`config.mk`:
```
export PLATFORM = sky130hd
export DESIGN_NAME = ucsbece154a_memarb
export DESIGN_NICKNAME = d
export VERILOG_FILES = /design/src/rtl/ucsbece154a_memarb_pkg.sv /design/src/rtl/ucsbece154a_memarb_rr.sv /design/src/rtl/ucsbece154a_memarb.sv
export SDC_FILE = /design/constraint.sdc
export NUM_CORES = 1
export LEC_CHECK = 0
export BUFFER_PORTS_ARGS = -buffer_cell sky130_fd_sc_hd__buf_2
export CORE_AREA = 5 5 113 115
export CTS_CLUSTER_SIZE = 16
export DETAILED_ROUTE_END_ITERATION = 8
export DIE_AREA = 0 0 118 120
export PLACE_DENSITY = 0.58
export SYNTH_ARGS = -nofsm -noshare
export SYNTH_HDL_FRONTEND = slang
export SYNTH_HIERARCHICAL = 1
export SYNTH_SLANG_ARGS = --single-unit
```
`constraint.sdc`:
```
create_clock -name clk -period 2 [get_ports clk]
set_clock_uncertainty 0.1 [all_clocks]
set_input_delay 0.2 -clock clk [delete_from_list [all_inputs] [get_ports clk]]
set_output_delay 0.2 -clock clk [all_outputs]
set_load 0.02 [all_outputs]
```
`src/rtl/ucsbece154a_memarb_pkg.sv`:
```
// ucsbece154a_memarb_pkg
// Shared encodings for the unified-memory arbiter:
//   owner_e     - who owns the read data returning next cycle (none/cpu/dbg)
//   arb_state_e - registered owner of the last granted cycle
package ucsbece154a_memarb_pkg;

  typedef enum logic [1:0] {
    owner_none = 2'b00,
    owner_cpu  = 2'b01,
    owner_dbg  = 2'b10
  } owner_e;

  typedef enum logic [1:0] {
    arb_idle = 2'b00,
    arb_cpu  = 2'b01,
    arb_dbg  = 2'b10
  } arb_state_e;

endpackage

```
`src/rtl/ucsbece154a_memarb_rr.sv`:
```
// ucsbece154a_memarb_rr
// Two-way fairness/burst tracker. Picks the winner among the eligible
// requesters: the current owner keeps the port for up to MAX_BURST
// consecutive grants while the other side is waiting; from idle the CPU wins.
// Ports:
//   clk, reset (sync, active-low)
//   cpu_elig, dbg_elig : requester eligible this cycle
//   cpu_win, dbg_win   : one-hot (or zero) winner select
module ucsbece154a_memarb_rr
  import ucsbece154a_memarb_pkg::*;
#(
  parameter int MAX_BURST = 4
) (
  input  logic clk,
  input  logic reset,
  input  logic cpu_elig,
  input  logic dbg_elig,
  output logic cpu_win,
  output logic dbg_win
);

  localparam int CNT_W = $clog2(MAX_BURST) + 1;
  localparam logic [CNT_W-1:0] CNT_MAX = CNT_W'(MAX_BURST);

  arb_state_e       state_reg, state_next;
  logic [CNT_W-1:0] burst_cnt_reg, burst_cnt_next;
  logic             burst_done;
  logic [CNT_W-1:0] burst_inc;

  assign burst_done = (burst_cnt_reg >= CNT_MAX);
  // Saturating increment so a lone requester never wraps the counter.
  assign burst_inc  = burst_done ? burst_cnt_reg : burst_cnt_reg + CNT_W'(1);

  always_ff @(posedge clk) begin
    if (!reset) begin
      state_reg     <= arb_idle;
      burst_cnt_reg <= '0;
    end else begin
      state_reg     <= state_next;
      burst_cnt_reg <= burst_cnt_next;
    end
  end

  always_comb begin
    cpu_win        = 1'b0;
    dbg_win        = 1'b0;
    state_next     = arb_idle;
    burst_cnt_next = '0;

    if (cpu_elig && dbg_elig) begin
      // Contention: owner keeps the port until its burst is used up.
      case (state_reg)
        arb_cpu: begin
          if (burst_done) dbg_win = 1'b1;
          else            cpu_win = 1'b1;
        end
        arb_dbg: begin
          if (burst_done) cpu_win = 1'b1;
          else            dbg_win = 1'b1;
        end
        default: cpu_win = 1'b1;
      endcase
    end else begin
      cpu_win = cpu_elig;
      dbg_win = dbg_elig;
    end

    if (cpu_win) begin
      state_next     = arb_cpu;
      burst_cnt_next = (state_reg == arb_cpu) ? burst_inc : CNT_W'(1);
    end else if (dbg_win) begin
      state_next     = arb_dbg;
      burst_cnt_next = (state_reg == arb_dbg) ? burst_inc : CNT_W'(1);
    end
  end

endmodule

```
`src/rtl/ucsbece154a_memarb.sv`:
```
// ucsbece154a_memarb
// Arbiter for the single unified instruction/data memory of the multicycle
// RISC-V core. Shares the memory port between the CPU datapath and a
// debug/program-loader port, muxes the winner onto the memory and routes the
// one-cycle-late read data back with a valid strobe.
// Ports:
//   clk, reset (sync, active-low)
//   cpu_req_i/we_i/addr_i/wdata_i -> cpu_gnt_o, cpu_rvalid_o, cpu_rdata_o
//   dbg_req_i/we_i/addr_i/wdata_i -> dbg_gnt_o, dbg_rvalid_o, dbg_rdata_o
//   dbg_halt_i : blocks all CPU grants while high
//   mem_we_o, mem_addr_o, mem_wdata_o -> memory; mem_rdata_i <- memory (1-cycle)
module ucsbece154a_memarb
  import ucsbece154a_memarb_pkg::*;
#(
  parameter int ADDR_W    = 32,
  parameter int DATA_W    = 32,
  parameter int MAX_BURST = 4
) (
  input  logic              clk,
  input  logic              reset,
  input  logic              cpu_req_i,
  input  logic              cpu_we_i,
  input  logic [ADDR_W-1:0] cpu_addr_i,
  input  logic [DATA_W-1:0] cpu_wdata_i,
  output logic              cpu_gnt_o,
  output logic              cpu_rvalid_o,
  output logic [DATA_W-1:0] cpu_rdata_o,
  input  logic              dbg_req_i,
  input  logic              dbg_we_i,
  input  logic [ADDR_W-1:0] dbg_addr_i,
  input  logic [DATA_W-1:0] dbg_wdata_i,
  input  logic              dbg_halt_i,
  output logic              dbg_gnt_o,
  output logic              dbg_rvalid_o,
  output logic [DATA_W-1:0] dbg_rdata_o,
  output logic              mem_we_o,
  output logic [ADDR_W-1:0] mem_addr_o,
  output logic [DATA_W-1:0] mem_wdata_o,
  input  logic [DATA_W-1:0] mem_rdata_i
);

  logic   cpu_elig, dbg_elig;
  logic   cpu_win, dbg_win;
  owner_e rd_owner_reg, rd_owner_next;

  assign cpu_elig = cpu_req_i & ~dbg_halt_i;
  assign dbg_elig = dbg_req_i;

  ucsbece154a_memarb_rr #(
    .MAX_BURST(MAX_BURST)
  ) u_rr (
    .clk      (clk),
    .reset    (reset),
    .cpu_elig (cpu_elig),
    .dbg_elig (dbg_elig),
    .cpu_win  (cpu_win),
    .dbg_win  (dbg_win)
  );

  // Reset suppresses grants in the reset cycle itself.
  assign cpu_gnt_o = cpu_win & reset;
  assign dbg_gnt_o = dbg_win & reset;

  // Idle memory port parks on the CPU address/data with writes disabled.
  always_comb begin
    mem_we_o    = 1'b0;
    mem_addr_o  = cpu_addr_i;
    mem_wdata_o = cpu_wdata_i;
    if (dbg_gnt_o) begin
      mem_we_o    = dbg_we_i;
      mem_addr_o  = dbg_addr_i;
      mem_wdata_o = dbg_wdata_i;
    end else if (cpu_gnt_o) begin
      mem_we_o    = cpu_we_i;
    end
  end

  always_comb begin
    rd_owner_next = owner_none;
    if (cpu_gnt_o && !cpu_we_i)      rd_owner_next = owner_cpu;
    else if (dbg_gnt_o && !dbg_we_i) rd_owner_next = owner_dbg;
  end

  always_ff @(posedge clk) begin
    if (!reset) rd_owner_reg <= owner_none;
    else        rd_owner_reg <= rd_owner_next;
  end

  // Gating with reset drops a read that was in flight when reset arrived.
  assign cpu_rvalid_o = reset & (rd_owner_reg == owner_cpu);
  assign dbg_rvalid_o = reset & (rd_owner_reg == owner_dbg);
  assign cpu_rdata_o  = mem_rdata_i;
  assign dbg_rdata_o  = mem_rdata_i;

endmodule

```
# --- After elaboration in Yosys (flattened, before gate mapping) ---
# Index checks and enable logic that the tools add are counted.
op_classes:
  n_reduce_logical: 7
  order_cmp: 1
  shifts: 0
  bitwise: 7
  eq_ne: 4
  n_mux: 19
  n_addsub: 1
  mul: 0
  div_mod_pow: 0
op_table:
  columns: ["operator", "count"]
  rows:
  - ["32-bit 2-to-1 mux", 2]
  - ["3-bit 2-to-1 mux", 5]
  - ["1-bit 2-to-1 mux", 8]
  - ["1-bit AND", 5]
  - ["2-bit by 1-bit == test with 1-bit output (second input constant)", 2]
  - ["2-bit == test (second input constant)", 2]
  - ["2-bit 2-to-1 mux", 2]
  - ["1-bit one-hot mux with 2 select lines", 2]
  - ["2-bit OR reduction", 2]
  - ["3-bit by 1-bit adder with 3-bit output (second input constant)", 1]
  - ["3-bit greater-or-equal comparator (second input constant)", 1]
  - ["1-bit logical AND", 3]
  - ["1-bit logical NOT", 2]
  - ["1-bit NOT", 2]
word_totals:
  elab_cells: 44
  register_bits: 7
  latchBits: 0
  ramBits: 0
  mem_count: 0
  romBits: 0
  output_inout_bits: 133

# --- Longest topological paths before layout ---
# Gate-level depths: netlist of run 1.
depth:
  word_depth: 8
  ltp_mapped: 10
  mapped_depth_nobuf: 7

# --- By module ---
# Netlist of run 1, hierarchy kept.
by_module_without_submodules:
  columns: ["mod", "area_each_um2", "instances", "seq_area_each_um2", "cells_per_inst"]
  rows:
  - ["ucsbece154a_memarb", 1520.2, 1, 40.0, 149]
  - ["ucsbece154a_memarb_rr", 401.6, 1, 100.1, 44]

# --- Worst setup path before layout of run 1 ---
# OpenSTA, ideal clock, no wires.
synth_path:
  path_type: "register to output"
  startpoint: "register u_rr.state_reg[0]"
  endpoint: "output mem_we_o"
  path_stages_with_launch: 11
  required_ns: 1.700
  slack_ns: -0.178
  path_buffers: 3
  t_arrival_ns: 1.878
  cell_sequence: "dfxtp_1 -> inv_1 -> ha_1 -> buf_2 -> nor2b_1 -> o31a_1 -> nand2_1 -> buf_6 -> buf_6 -> inv_1 -> a32o_1"
synth_between:
  elab_cells_between_ends: 10
  cone_classes: "2 x eq/ne; 6 x mux; 2 x bitwise"
synth_rtl:
  columns: ["item", "line_no", "text"]
  rows:
  - ["start, declared", "ucsbece154a_memarb_rr.sv:25", "arb_state_e state_reg, state_next;"]
  - ["start signal, assigned", "ucsbece154a_memarb_rr.sv:36", "state_reg <= arb_idle;"]
  - ["start signal, assigned", "ucsbece154a_memarb_rr.sv:39", "state_reg <= state_next;"]
  - ["2-bit == test / 2-bit by 1-bit == test with 1-bit output (equally long branches)", "ucsbece154a_memarb_rr.sv:52", "case (state_reg)"]
  - ["1-bit one-hot mux with 2 select lines *", "ucsbece154a_memarb_rr.sv:52", null]
  - ["1-bit 2-to-1 mux *", "ucsbece154a_memarb_rr.sv:50", "if (cpu_elig && dbg_elig) begin"]
  - ["via dbg_win", "ucsbece154a_memarb.sv:43", "logic cpu_win, dbg_win;"]
  - ["1-bit AND *", "ucsbece154a_memarb.sv:62", "assign dbg_gnt_o = dbg_win & reset;"]
  - ["via dbg_gnt_o", "ucsbece154a_memarb.sv:33", "output logic dbg_gnt_o,"]
  - ["1-bit 2-to-1 mux *", "ucsbece154a_memarb.sv:69", "if (dbg_gnt_o) begin"]
  - ["end, declared", "ucsbece154a_memarb.sv:36", "output logic mem_we_o,"]
# Mark *: on every way through the listed nets, which the timed path passes. The rest lies on a longest branch.

# --- Worst setup path after layout of run 1 ---
layout_path:
  startpoint: "register u_rr.state_reg[0]"
  endpoint: "output mem_addr_o[23]"
layout_between:
  elab_chain_cells: 5
  elab_cells_between_ends: 6
  cone_classes: "2 x eq/ne; 3 x mux; 1 x bitwise"
layout_lines:
  columns: ["item", "line_no", "text"]
  rows:
  - ["2-bit == test / 2-bit by 1-bit == test with 1-bit output (equally long branches)", "ucsbece154a_memarb_rr.sv:52", null]
  - ["1-bit one-hot mux with 2 select lines *", "ucsbece154a_memarb_rr.sv:52", null]
  - ["1-bit 2-to-1 mux *", "ucsbece154a_memarb_rr.sv:50", null]
  - ["via dbg_win", "ucsbece154a_memarb.sv:43", null]
  - ["1-bit AND *", "ucsbece154a_memarb.sv:62", null]
  - ["32-bit 2-to-1 mux *", "ucsbece154a_memarb.sv:69", null]
  - ["end, declared", "ucsbece154a_memarb.sv:37", "output logic [ADDR_W-1:0] mem_addr_o,"]
# Marks and branches as above.

==> results of run 1 <==
cell usage after synthesis (all sizes together):
cell type  instances  area, um^2
mux2              64         863
dfxtp              7         140
nand2b             1        6.26
mux2i              1        10.0
buf               73         563
a32o               3        30.0
o31a               2        17.5
o21ai              1        5.00
inv                6        22.5
nor2b              7        51.3
xnor2              1        8.76
ha                 4        50.1
nor4b              1        15.0
nand2              4        15.0
a21oi              5        25.0
nor3               1        5.00
nor2               1        3.75
nor3b              1        12.5
and3b              3        26.3
and2               3        18.8
a221oi             1        8.76
nand3b             2        15.0
o22a               1        8.76
stage by stage:
stage / instances / area [um^2]
after floorplan: 193 / 1950
after global routing: 490 / 3190
after global placement: 480 / 2680
after CTS: 485 / 2980
final: 491 / 3190
after detailed placement: 480 / 2680
report_power, final:
group | total, uW | switching, uW | internal (uW)
clock | 345 | 79.0 | 266
combinational | 793 | 348 | 445
sequential | 150 | 4.14 | 146
total | 1290 | 432 | 857
cell families (layout without fill, tap and decap cells):
kind of cell	after synthesis	in the layout	synth area share, %
buffers and inverters	79	229	30.5
multiplexers	65	65	45.4
AND/OR/NAND/NOR	24	24	8.79
AO/OA/AOI/OAI	13	13	4.95
flip-flops	7	7	7.29
adder cells (fa/ha/maj)	4	4	2.60
XOR/XNOR	1	1	0.456
other	0	1	0
routing by layer:
layer	vias up	wire length [um]	GRT usage, %
met1	883	2910	9.95
met4	0	117	2.72
met3	11	908	4.10
met5	-	0	0
met2	149	3960	16.3
li1	906	-	-
worst max-delay path: stages (launching register included):
cell     delay (ps)
dfxtp_2         360
inv_2            40
ha_2            180
nor2b_4         130
o31a_1          280
nand2_4         110
buf_12          200
mux2_2          350
buf_2           160
timing repair:
action / CTS / global route
gates cloned: 0 / 3
endpoints found under the setup margin: 66 / 67
buffers inserted: 1 / 2
resized for setup: 70 / 35
worst paths after layout:
check | end | slack, ps | cells past startpoint
worst min register to register | u_rr/burst_cnt_reg[1]$_SDFF_PN0_ | 430 | 1
worst max register to register | rd_owner_reg[1]$_SDFF_PP0_ | 350 | 7
worst min-delay path | rd_owner_reg[1]$_SDFF_PP0_ | 70 | 2
worst max-delay path | mem_addr_o[23] | -380 | 8
layout make-up:
class / count / area share (%)
tap: 147 / 5.77
antenna: 1 / 0.0785
multi-input combinational: 107 / 39.3
sequential: 7 / 4.47
clock buffer: 4 / 2.47
inverter: 6 / 0.706
timing repair buffer: 219 / 47.2
==> metrics.csv, run 1 <==
stage,metric,value,unit
outcome,outcome,"finished, violations left",
outcome,failed_checks,negative setup slack,
drt,drc,0,
clock_tree,ctsRootBufferMaster,clkbuf_16,
logic_synthesis,netlist_area,1920,um^2
die,ioPinCount,300,
global_route,grt_max_degree,32,
clock_tree,path_clk_slew,40,ps
clock_tree,clk_latency,230,ps
flow_run,drv_cap,0,
critical_path,end_kind,primary output,
global_route,grt_remaining_overflow,0,
clock_tree,cts_tree,done,
drt,antenna_left,0,
logic_synthesis,yosysWarnings,6,
timing,finalSetupViolCount,66,
die,row_count,40,
logic_synthesis,syn_area_per_cell,9.96,um^2
global_route,grt_use_total,9.23,%
critical_path,worstPathArrival,2080,ps
timing,tns,-22330,ps
final_layout,num-fill-cells,1231,
clock_tree,cts_hold_buf,0,
clock_tree,clock_sinks,7,
final_layout,fin_util,27.2,%
drt,wl,7890,um
timing,finalCritPeriodShare,119,%
die,core_area,11700,um^2
place,pre_cts_ws,-141,ps
timing,finalCriticalPeriod,2380,ps
timing,fmax,0.419,GHz
global_route,antenna_found_initial,0,
drt,drt_first_pass_iters,4,
place,dp_hpwl,6690,um
timing,hold_ws,75.0,ps
global_route,grt_pass1_vias,2011,
drt,drtIter0Drc,29,
min_path,hp-class,in -> reg,
final_layout,final_common_cell,buf_2,
drt,vias,1949,
die,die_area,14200,um^2
timing,finalHoldViolations,0,
place,portBuffers,203,
logic_synthesis,syn_inst,193,
clock_tree,cts_buffers,3,
critical_path,startpoint_type,flop,
place,place.gp.congestion,0.771,
power,p_per_area,404,nW/um^2
die,fp.dieW,118,um
final_layout,regArea,143,um^2
logic_synthesis,synth.yosys.seq_area_share,7.29,%
die,initial_core_util,16.4,%
die,die_h,120,um
drt,viasPerCell,3.97,
critical_path,r2r_start,u_rr/state_reg[0]$_SDFF_PN0_,
final_layout,area_delta_synth_final,66.0,%
timing,rsz0062_at_grt,true,
min_path,min_from,dbg_we_i,
timing,slew_headroom,78.8,%
critical_path,critPathMaxFanout,31,
global_route,grt_pass1_wl,10600,um
timing,tightest_slew,318,ps
clock_tree,htree_levels,1,
critical_path,cp.required,1700,ps
final_layout,final_cell_mix,"buf_2, buf_6, mux2_4, mux2_2, buf_4",
final_layout,layout.nets,515,
logic_synthesis,ys_types,28,
final_layout,multi_input_comb_area,1250,um^2
power,total_leakage_power,0.00176,uW
power,ir_drop,0.205,mV
timing,drv_slew,0,
timing,layout_setup_ws,-385,ps
clock_tree,cts_buffer_depth,2,
final_layout,layout-drive-gt1-share,87.5,%
critical_path,cp-startpoint,u_rr/state_reg[0]$_SDFF_PN0_,
logic_synthesis,ys_ff_latch,7,
drt,wl_per_cell,16.1,um
critical_path,crit_type,reg -> out,
final_layout,largest_register_ffs,3,
power,p_total,1290,uW
logic_synthesis,syn_nets,364,
Note: power is estimated with default switching activity, not from simulation.
==> run 2, diff against run 1 <==
--- a/config.mk
+++ b/config.mk
@@ -12,2 +12,3 @@
 export DIE_AREA = 0 0 118 120
+export GPL_ROUTABILITY_DRIVEN = 0
 export PLACE_DENSITY = 0.58
==> constraint.sdc (replaced) <==
create_clock -name clk -period 2 [get_ports clk]
set_clock_uncertainty 0.1 [all_clocks]
set_input_delay 0.3 -clock clk [delete_from_list [all_inputs] [get_ports clk]]
set_output_delay 0.3 -clock clk [all_outputs]
set_load 0.02 [all_outputs]
==> metrics.csv, run 2 (synthesized netlist as in run 1, its figures left out) <==
stage,metric,value,unit
final_layout,layout.nets,516,
power,p_sw,431,uW
drt,wl_per_cell,16.1,um
critical_path,r2r.worst_path.cells,7,
final_layout,layout-drive-gt1-share,88.1,%
timing,drv_slew,0,
global_route,grt_pass1_vias,2119,
place,portBuffers,203,
final_layout,area_delta_synth_final,70.8,%
power,p_per_area,400,nW/um^2
clock_tree,cts_buffer_depth,2,
critical_path,critPathMaxFanout,8,
final_layout,diodes,0,
outcome,failed_checks,negative setup slack,
place,dp_hpwl,6460,um
drt,viasPerCell,3.97,
final_layout,final_common_cell,buf_2,
timing,tightest_slew,328,ps
critical_path,end_kind,primary output,
timing,finalSetupViolCount,66,
place,dp_cells,480,
critical_path,crit_type,reg -> out,
clock_tree,cts_tree,done,
timing,rsz0062_at_grt,true,
timing,tns,-30270,ps
final_layout,stdcell_count,491,
flow_run,drv_cap,0,
critical_path,cp.required,1600,ps
die,fp.dieW,118,um
clock_tree,clock_sinks,7,
global_route,grt_remaining_overflow,0,
power,total_leakage_power,0.00181,uW
global_route,grt_max_degree,24,
clock_tree,path_clk_slew,40,ps
die,row_count,40,
outcome,outcome,"finished, violations left",
final_layout,largest_register_ffs,3,
power,p_sw_share,32.9,%
global_route,grt_use_total,9.42,%
critical_path,startpoint_type,flop,
drt,wl,7890,um
clock_tree,cts_hold_buf,0,
final_layout,num-fill-cells,1226,
drt,vias,1951,
power,p_total,1310,uW
timing,slew_headroom,78.2,%
power,comb_power_share,62.9,%
die,ioPinCount,300,
drt,drc,0,
power,intPower,881,uW
die,die_h,120,um
die,die_area,14200,um^2
global_route,antenna_found_initial,0,
clock_tree,ctsRootBufferMaster,clkbuf_16,
timing,finalHoldViolations,0,
timing,layout_setup_ws,-509,ps
drt,drt_first_pass_iters,4,
critical_path,worstPathArrival,2110,ps
min_path,hp-class,in -> reg,
final_layout,final_cell_mix,"buf_2, mux2_4, buf_6, mux2_2, buf_4",
timing,fmax,0.399,GHz
min_path,min_path_cells,2,
timing,hold_ws,157,ps
timing,finalCriticalPeriod,2510,ps
clock_tree,cts_buffers,3,
global_route,grt_pass1_wl,10900,um
timing,finalCritPeriodShare,125,%
clock_tree,htree_levels,1,
power,p_clk_share,25.7,%
die,core_area,11700,um^2
power,p_seq_share,11.5,%
drt,antenna_left,0,
drt,drtIter0Drc,30,
die,initial_core_util,16.4,%
clock_tree,clk_latency,230,ps
power,ir_drop,0.203,mV
## run 2: cell count changes in the layout (fill, tap and decap cells not counted), sizes merged
cell and change:
buf +2, clkbuf -1, diode -1
## run 2: worst paths after layout
path,start,endpoint,slack [ps]
hold reg to reg,u_rr/burst_cnt_reg[1]$_SDFF_PN0_,u_rr/burst_cnt_reg[1]$_SDFF_PN0_,430
setup reg to reg,u_rr/state_reg[0]$_SDFF_PN0_,rd_owner_reg[1]$_SDFF_PP0_,380
hold / removal,dbg_we_i,rd_owner_reg[1]$_SDFF_PP0_,160
setup / recovery,u_rr/state_reg[0]$_SDFF_PN0_,mem_wdata_o[10],-510
## run 2: cell type report
type	instances	area [um^2]	area share [%]
clock buffers	4	78.8	2.40
well taps	147	184	5.60
repair buffers	220	1590	48.3
multi-input cells	107	1270	38.7
flip-flops and latches	7	143	4.34
inverters	6	22.5	0.686
## run 2: power by group through the flow
stage / registers, uW / clock network, uW / logic (uW)
2_1_floorplan: 151 / 0 / 577
3_3_place_gp: 152 / 0 / 649
3_5_place_dp: 152 / 0 / 659
4_1_cts: 150 / 344 / 768
5_1_grt: 151 / 351 / 873
6_report: 151 / 336 / 825
## run 2: worst max-delay path, cell delays in order (launching register included)
cell and delay, ps:
dfxtp_2 330, inv_2 50, ha_4 150, nor2b_4 120, o31a_1 320, nand2_4 180
buf_12 150, buf_16 140, mux2_4 310, buf_6 130
## run 2: stage by stage
stage	util (%)	area [um^2]	worst slack, ps
floorplan	-	1950	-195
global placement	22.9	2680	-242
detailed placement	22.9	2680	-268
CTS	26.5	3100	-497
global route	28.0	3280	-565
finish	28.0	3280	-509
## run 2: routing by layer
metal	global-route usage, %	share of wire [%]	vias up
met5	0	0	-
met4	3.23	1.7	0
met3	3.44	10	15
met2	16.8	52	147
met1	10.3	36	885
li1	-	-	904
## run 2: timing repair
| item | 4_1_cts | 5_1_grt |
|---|---|---|
| gates resized for setup | 67 | 49 |
| pin swaps | 1 | 3 |
| gates cloned | 3 | 1 |
| setup buffers | 4 | 0 |
| endpoints found under the setup margin | 67 | 67 |
==> run 3, diff against run 2 <==
--- a/config.mk
+++ b/config.mk
@@ -13,3 +13,3 @@
 export GPL_ROUTABILITY_DRIVEN = 0
-export PLACE_DENSITY = 0.58
+export PLACE_DENSITY = 0.5
 export SYNTH_ARGS = -nofsm -noshare
==> constraint.sdc (replaced) <==
create_clock -name clk -period 2.2 [get_ports clk]
set_clock_uncertainty 0.1 [all_clocks]
set_input_delay 0.22 -clock clk [delete_from_list [all_inputs] [get_ports clk]]
set_output_delay 0.22 -clock clk [all_outputs]
set_load 0.02 [all_outputs]
==> metrics.csv, run 3 (synthesized netlist as in run 1, its figures left out) <==
stage,metric,value,unit
timing,slew_headroom,80.0,%
final_layout,diodes,0,
final_layout,final_cell_mix,"buf_2, mux2_4, buf_6, buf_4",
timing,finalHoldViolations,0,
timing,layout_setup_ws,-205,ps
drt,wl_met2,4550,um
place,portBuffers,203,
final_layout,largest_register_ffs,3,
clock_tree,ctsRootBufferMaster,clkbuf_16,
outcome,outcome,"finished, violations left",
power,p_total,1220,uW
global_route,grt_max_degree,28,
final_layout,area_delta_synth_final,75.5,%
critical_path,r2r-end,rd_owner_reg[1]$_SDFF_PP0_,
die,core_area,11700,um^2
die,die_h,120,um
global_route,grt_pass1_vias,2210,
timing,finalCriticalPeriod,2400,ps
drt,vias,1960,
clock_tree,path_clk_slew,40,ps
final_layout,stdcell_count,497,
min_path,min_path_cells,2,
critical_path,reg2reg_slack,460,ps
final_layout,layout-drive-gt1-share,87.4,%
outcome,failed_checks,negative setup slack,
critical_path,startpoint_type,flop,
power,p_per_area,363,nW/um^2
final_layout,num-fill-cells,1225,
critical_path,cp.required,1880,ps
drt,m1WireLength,3130,um
die,ioPinCount,300,
critical_path,critPathMaxFanout,5,
die,die_area,14200,um^2
critical_path,worstPathArrival,2080,ps
die,row_count,40,
critical_path,r2r_start,u_rr/state_reg[0]$_SDFF_PN0_,
min_path,min_to,rd_owner_reg[1]$_SDFF_PP0_,
global_route,antenna_found_initial,0,
clock_tree,cts_buffers,3,
critical_path,end_kind,primary output,
drt,viasPerCell,3.94,
flow_run,drv_cap,0,
power,ir_drop,0.163,mV
drt,dr_wl_met3,1040,um
final_layout,regArea,143,um^2
timing,finalSetupViolCount,65,
power,total_leakage_power,0.00189,uW
critical_path,r2r.worst_path.cells,9,
timing,finalCritPeriodShare,109,%
global_route,grt_remaining_overflow,0,
timing,fmax,0.416,GHz
die,initial_core_util,16.4,%
min_path,min_from,dbg_we_i,
place,dp_cells,478,
clock_tree,clk_latency,230,ps
global_route,grt_pass1_wl,11900,um
clock_tree,clock_sinks,7,
drt,drc,0,
drt,antenna_left,0,
clock_tree,cts_buffer_depth,2,
drt,wl_per_cell,17.7,um
timing,rsz0062_at_grt,true,
drt,routed.top_layer,met4,
die,fp.dieW,118,um
final_layout,layout.nets,522,
final_layout,multi_input_comb_area,1310,um^2
final_layout,final_common_cell,buf_2,
min_path,hp-class,in -> reg,
critical_path,crit_type,reg -> out,
clock_tree,cts_tree,done,
clock_tree,htree_levels,1,
place,dp_hpwl,7180,um
timing,drv_slew,0,
drt,drtIter0Drc,44,
global_route,grt_use_total,10.4,%
drt,drt_first_pass_iters,4,
drt,wl,8780,um
timing,tightest_slew,300,ps
## run 3: cell types whose count changed in the layout (fill, tap and decap cells not counted), moves of 2 or more
cell | before | now
buf_6 | 47 | 56
buf_4 | 8 | 14
buf_8 | 0 | 2
buf_2 | 156 | 148
mux2_4 | 47 | 59
mux2_2 | 17 | 5
buf_16 | 4 | 0
## run 3: metal layers
metal	up-vias	global-route usage (%)
met5	-	0
li1	918	-
met3	6	4.76
met2	135	18.4
met4	0	2.65
met1	901	11.4
## run 3: stage by stage
stage	utilization (%)	TNS, ps	worst slack [ps]	hold slack, ps	area [um^2]
after floorplan	-	0	2.44	192	1920
after global placement	22.6	-20.3	-10.7	317	2650
after detailed placement	22.6	-35.8	-15.5	314	2650
after CTS	26.4	-11340	-212	75.2	3090
after global routing	28.8	-15630	-290	72.8	3370
final	28.8	-10440	-205	78.8	3370
## run 3: worst max path at each step
stage | startpoint | end | slack, ps
3_3_place_gp | u_rr/state_reg[1]$_SDFF_PP0_ | mem_addr_o[0] | -10
6_report | u_rr/state_reg[0]$_SDFF_PN0_ | mem_addr_o[17] | -200
5_1_grt | u_rr/state_reg[1]$_SDFF_PP0_ | mem_addr_o[17] | -290
4_1_cts | u_rr/state_reg[1]$_SDFF_PP0_ | mem_addr_o[19] | -210
2_1_floorplan | u_rr/state_reg[0]$_SDFF_PN0_ | mem_we_o | 2
3_5_place_dp | u_rr/state_reg[0]$_SDFF_PN0_ | mem_addr_o[31] | -20
## run 3: area by class of cell
class,count,share of cell area (%)
clock buffers,3,2.23
repair buffers,226,48.5
inverters,6,0.668
multi-input cells,107,38.8
flip-flops and latches,7,4.23
clock inverters,1,0.148
well taps,147,5.45
## run 3: critical path: stages (launching register included)
cell and delay [ps]:
dfxtp_2 360, inv_2 40, ha_2 170, nor2b_4 120, o31a_1 290, nand2_4 110
buf_12 130, buf_6 90, buf_8 110, mux2_4 310, buf_6 130
## run 3: report_power, final
part / total [uW] / switching (uW) / internal, uW
logic: 782 / 335 / 447
registers: 136 / 3.72 / 133
clock network: 306 / 67.6 / 238
total: 1220 / 407 / 818
## run 3: timing repair
| action | in CTS | in global routing |
|---|---|---|
| setup endpoints to repair | 66 | 66 |
| gates resized for setup | 82 | 66 |
| setup buffers | 6 | 6 |
| gates cloned | 2 | 3 |
| pin swaps | 0 | 1 |
| hold buffers | 0 | 0 |
